`src/rtl/ask4_downsample_slicer.sv`:
```
// ask4_downsample_slicer: keeps one matched-filter sample per symbol at a
// selectable phase, slices it to a 4-ASK decision against an adaptive
// reference level, and reports the slicer error.
module ask4_downsample_slicer #(
  parameter int SPS      = 4,
  parameter int LOG2_AVG = 4,
  parameter int INIT_REF = 65536
) (
  input  logic               clk,
  input  logic               reset,
  input  logic               sym_clk_en,
  input  logic               sam_clk_en,
  input  logic [1:0]         phase,
  input  logic signed [17:0] x_in,
  output logic [1:0]         sym_out,
  output logic               sym_valid,
  output logic signed [17:0] ref_level,
  output logic               ref_valid,
  output logic signed [17:0] err
);

  localparam int CW = (SPS > 1) ? $clog2(SPS) : 1;
  localparam int AW = 18 + LOG2_AVG;

  logic [CW-1:0]       cnt, idx, cnt_next;
  logic                capture, cap_d;
  logic signed [17:0]  samp;
  logic [AW-1:0]       acc, acc_sum, avg;
  logic [LOG2_AVG-1:0] nsym;

  logic signed [19:0]  s20, r20, r_half, r_3half, recon, diff;
  logic [1:0]          dec;
  logic signed [17:0]  err_sat;
  logic [17:0]         mag;

  // Sample index within the symbol and capture decision for this strobe
  always_comb begin
    idx      = sym_clk_en ? '0 : cnt;
    capture  = sam_clk_en && (idx == CW'(phase));
    cnt_next = (idx == CW'(SPS - 1)) ? '0 : idx + CW'(1);
  end

  // Slice the captured sample, reconstruct its level and form the error
  always_comb begin
    s20     = {{2{samp[17]}}, samp};
    r20     = {{2{ref_level[17]}}, ref_level};
    r_half  = r20 >>> 1;
    r_3half = r20 + r_half;
    if (s20 >= r20)              dec = 2'b11;
    else if (s20 >= 20'sd0)      dec = 2'b10;
    else if (s20 > -r20)         dec = 2'b01;
    else                         dec = 2'b00;
    case (dec)
      2'b11:   recon = r_3half;
      2'b10:   recon = r_half;
      2'b01:   recon = -r_half;
      default: recon = -r_3half;
    endcase
    diff = s20 - recon;
    if (diff > 20'sd131071)       err_sat = 18'sh1FFFF;
    else if (diff < -20'sd131072) err_sat = 18'sh20000;
    else                          err_sat = diff[17:0];
  end

  // Magnitude for the reference average; the most negative code clamps
  always_comb begin
    if (!samp[17])                mag = samp;
    else if (samp == 18'sh20000)  mag = 18'h1FFFF;
    else                          mag = 18'(-samp);
    acc_sum = acc + AW'(mag);
    avg     = acc_sum >> LOG2_AVG;
  end

  // Phase counter, capture register, registered slicer and reference tracking
  always_ff @(posedge clk or posedge reset) begin
    if (reset) begin
      cnt       <= '0;
      samp      <= '0;
      cap_d     <= 1'b0;
      acc       <= '0;
      nsym      <= '0;
      sym_out   <= '0;
      sym_valid <= 1'b0;
      err       <= '0;
      ref_level <= $signed(18'(INIT_REF));
      ref_valid <= 1'b0;
    end else begin
      sym_valid <= 1'b0;
      cap_d     <= capture;
      if (sam_clk_en) cnt <= cnt_next;
      if (capture)    samp <= x_in;
      // The slice of a capture uses the pre-update ref_level; a newly
      // averaged level only reaches the next capture's decision.
      if (cap_d) begin
        sym_out   <= dec;
        err       <= err_sat;
        sym_valid <= 1'b1;
        nsym      <= nsym + LOG2_AVG'(1);
        if (nsym == '1) begin
          ref_level <= $signed(avg[17:0]);
          ref_valid <= 1'b1;
          acc       <= '0;
        end else begin
          acc <= acc_sum;
        end
      end
    end
  end

endmodule

```
`config.mk`:
```
export PLATFORM = sky130hd
export DESIGN_NAME = ask4_downsample_slicer
export DESIGN_NICKNAME = d
export VERILOG_FILES = /design/src/rtl/ask4_downsample_slicer.sv
export SDC_FILE = /design/constraint.sdc
export NUM_CORES = 1
export LEC_CHECK = 0
export CORE_MARGIN = 1.5
export CORE_UTILIZATION = 39
export CTS_BUF_LIST = sky130_fd_sc_hd__clkbuf_8 sky130_fd_sc_hd__clkbuf_16
export CTS_CLUSTER_DIAMETER = 100
export DETAILED_ROUTE_END_ITERATION = 10
export PLACE_DENSITY = 0.64
export SYNTH_ARGS = -nofsm -noshare
export SYNTH_HDL_FRONTEND = slang
export SYNTH_SLANG_ARGS = --single-unit
```
`constraint.sdc`:
```
create_clock -name clk -period 18.5 [get_ports clk]
set_input_delay 3.7 -clock clk [delete_from_list [all_inputs] [get_ports clk]]
set_output_delay 3.7 -clock clk [all_outputs]
set_load 0.005 [all_outputs]
```
==> results.md <==
- Placed Instances: 1438
- Seq/Total Area, Yosys: 24.14%
- CP Class: reg -> reg
- Relative slew slack: 21.22%
- Synthesized Nets: 1268
- DR vias/cell: 5.848
- Die area: 0.02406 mm²
- WHS: 480.8 ps
- Bufs on Longest Clock Path: 2
- Worst r2r dst: err[9]$_DFFE_PP0P_
- Die extent in y: 155.1 µm
- CP endpoint kind: flop
- Initial antenna violation count: 0
- Period Utilization, post-route: 44.13%
- Ports: 64
- Gr usage total: 22.74%
- Largest net degree at the start of global routing: 50
- Placer Congestion: 0.9252
- Peak supply drop: 90.42 µV
- Clock Sinks: 87
- HP Class: reg -> reg
- Final worst path period need: 8164 ps
- Area Overhead vs Synth: 12.51%
- GRT overflow: 0
- Post-CTS Setup Repair Bufs: 0
- Clock latency on the worst-skew pair: 360 ps
- Peak Freq: 122.5 MHz
- # fillers: 2259
- FF-to-FF path depth: 29
- Pre-Repair DR Iteration Count: 5
- Seq cells post-synth: 87
- Layout cells sized above 1: 4.962%
- Initial core utilization: 39.86%
- R2R Setup Slk: 10340 ps
- CTS tree: done
- Std-Cell Rows: 55
- Worst-path clk slew: 80 ps
- FF/Latch Area: 0.002178 mm²
- Nets@finish: 1302
- EDFF count, synth: 0
- Core box area: 0.02264 mm²
- Post-route insts no fill: 1454
- Synthesized area: 0.009025 mm²
- Outcome: finished, final reports clean
- Clock Skew: 9.698 ps
- Endpoints failing setup: 0
- Cts bufs inserted: 9
- Die W: 155.1 µm
- Yosys cell types: 89
- Multi-input logic area: 0.006459 mm²
- Warnings, synthesis: 0
- Power Total: 2217 µW
- Power density cells: 218.3 mW/mm²
- DRT antenna net count: 0
- WL/cell: 18.29 µm
- CP arrival: 8370 ps
- Hpwl dp: 20750 µm
- Max-cap viol count: 0
- Crit-path slowest cell: nor2_1
- DRT iter0 DRCs: 696
- DRC: 0
- Worst setup startpoint: ref_level[2]$_DFFE_PP0P_
- Antenna cell count: 0
- Vias in the first global route: 8045
- H-tree depth: 3
- Reg2reg start: ref_level[2]$_DFFE_PP0P_
- Ys async rst share: 100.0%
- Max incr delay on CP: 750 ps
- Post_cts resized: 0
- Avg Inst Size Synth: 7.987 µm²
- Post-route setup TNS: 0 ps
- CTS Hold Buffers Added: 0
- Clk root buf: clkbuf_16
- Top FF cell, synth: dfrtp_1
- Buffers added on ports: 63
- Hold Crit Depth: 1
- Via count: 8503
- Final count of pins violating max slew: 0
- Synth top area share: 23.85%
- RSZ-0062 raised after global routing: no
- Top cell type by total area after synthesis: dfrtp_1
- Syn Inst Count: 1130
- First-pass GRT wire length: 43170 µm
- Max FO, Critical Path: 16
- Dominant cells by area after synthesis: dfrtp_1, ha_1, nand2_1
- CP Data Required Time: 18700 ps
- Worst hold start: ref_valid$_DFFE_PP0P_
- Hold EP: ref_valid$_DFFE_PP0P_
- Critical path launch point type: flop
- Worst slew pin tran: 1177 ps
- Routed WL: 26600 µm
- Fin. Hold Viols: 0
- Static leakage: 0.004487 µW
## worst max-delay path, delay by kind of cell (launching register included)
family	cells	cell delay, ps
XOR/XNOR	1	140
flip-flops	1	530
AND/OR/NAND/NOR	14	3300
buffers and inverters	1	150
AO/OA/AOI/OAI	10	3030
adder cells (fa/ha/maj)	3	840
## layout by cell type, fill, tap and decap left out, types with 12 or more instances in the layout
master / n
dfrtp_1: 86
a21oi_1: 92
o2bb2ai_1: 13
clkdlybuf4s50_1: 63
xnor2_1: 51
o22ai_1: 12
a21o_1: 16
and3_1: 16
o21ai_0: 76
nand3_1: 28
xor2_1: 31
nand2b_1: 16
o21a_1: 13
o31ai_1: 23
or3_1: 14
inv_1: 50
ha_1: 111
a31oi_1: 17
nor3_1: 21
o211ai_1: 13
nor2_1: 95
nand2_1: 141
## how the worst max path moves through the flow
| stage | to | slack, ps |
|---|---|---|
| final | err[9]$_DFFE_PP0P_ | 10340 |
| after global routing | err[7]$_DFFE_PP0P_ | 9710 |
| after CTS | err[3]$_DFFE_PP0P_ | 10480 |
| after detailed placement | err[3]$_DFFE_PP0P_ | 10500 |
| after global placement | err[15]$_DFFE_PP0P_ | 10700 |
| after floorplan | err[4]$_DFFE_PP0P_ | 11660 |
## cells in the mapped netlist (14+ instances only)
cell type  count
a21o_1        16
a21oi_1       92
a31oi_1       17
and3_1        16
clkbuf_1      36
dfrtp_1       86
ha_1         111
inv_1         51
nand2_1      141
nand2b_1      16
nand3_1       28
nor2_1        95
nor3_1        21
o21ai_0       76
o31ai_1       23
or3_1         14
xnor2_1       51
xor2_1        31
## per-layer routing
metal | up-vias | part of all wire (%) | track usage [%]
met5 | - | 0 | 0
met4 | 0 | 1.7 | 6.364
met3 | 24 | 5.6 | 2.507
met2 | 226 | 45 | 36.17
met1 | 4061 | 48 | 32.58
li1 | 4192 | - | -
## layout make-up
cell class / count / area share [%]
well taps: 285 / 3.512
flip-flops and latches: 87 / 21.45
clock inverters: 7 / 0.6901
repair buffers: 68 / 6.580
multi-input cells: 946 / 63.61
clock buffers: 9 / 2.218
inverters: 52 / 1.935
## report_power, final
group          leakage (µW)  internal (µW)  switching, µW
clock network      0.000142           95.1           88.8
registers           0.00108            252           83.5
logic               0.00327            690           1010
## metrics by stage
stage | setup slack, ps | utilization [%] | cell area, µm²
global placement | 10700 | 43.54 | 9858
global route | 9710 | 44.85 | 10150
floorplan | 11660 | - | 9025
detailed placement | 10500 | 43.54 | 9858
CTS | 10480 | 44.85 | 10150
finish | 10340 | 44.85 | 10150
## logic make-up after synthesis
kind of cell,Yosys count,synth area share [%]
buf+inv,97,4.381
mux,10,1.151
simple gates,389,20.66
xor+xnor,82,7.958
fa+ha+maj,114,16.05
flops,87,24.14
compound gates,351,25.66
## sequential cells by signal, summed over array words and instances, names as in the netlist
signal and cells:
sym_out 2, ref_level 18, ref_valid 1, acc 22, cap_d 1, cnt 2
err 18, sym_valid 1, samp 18, nsym 4
(Power assumes the default switching activity.)
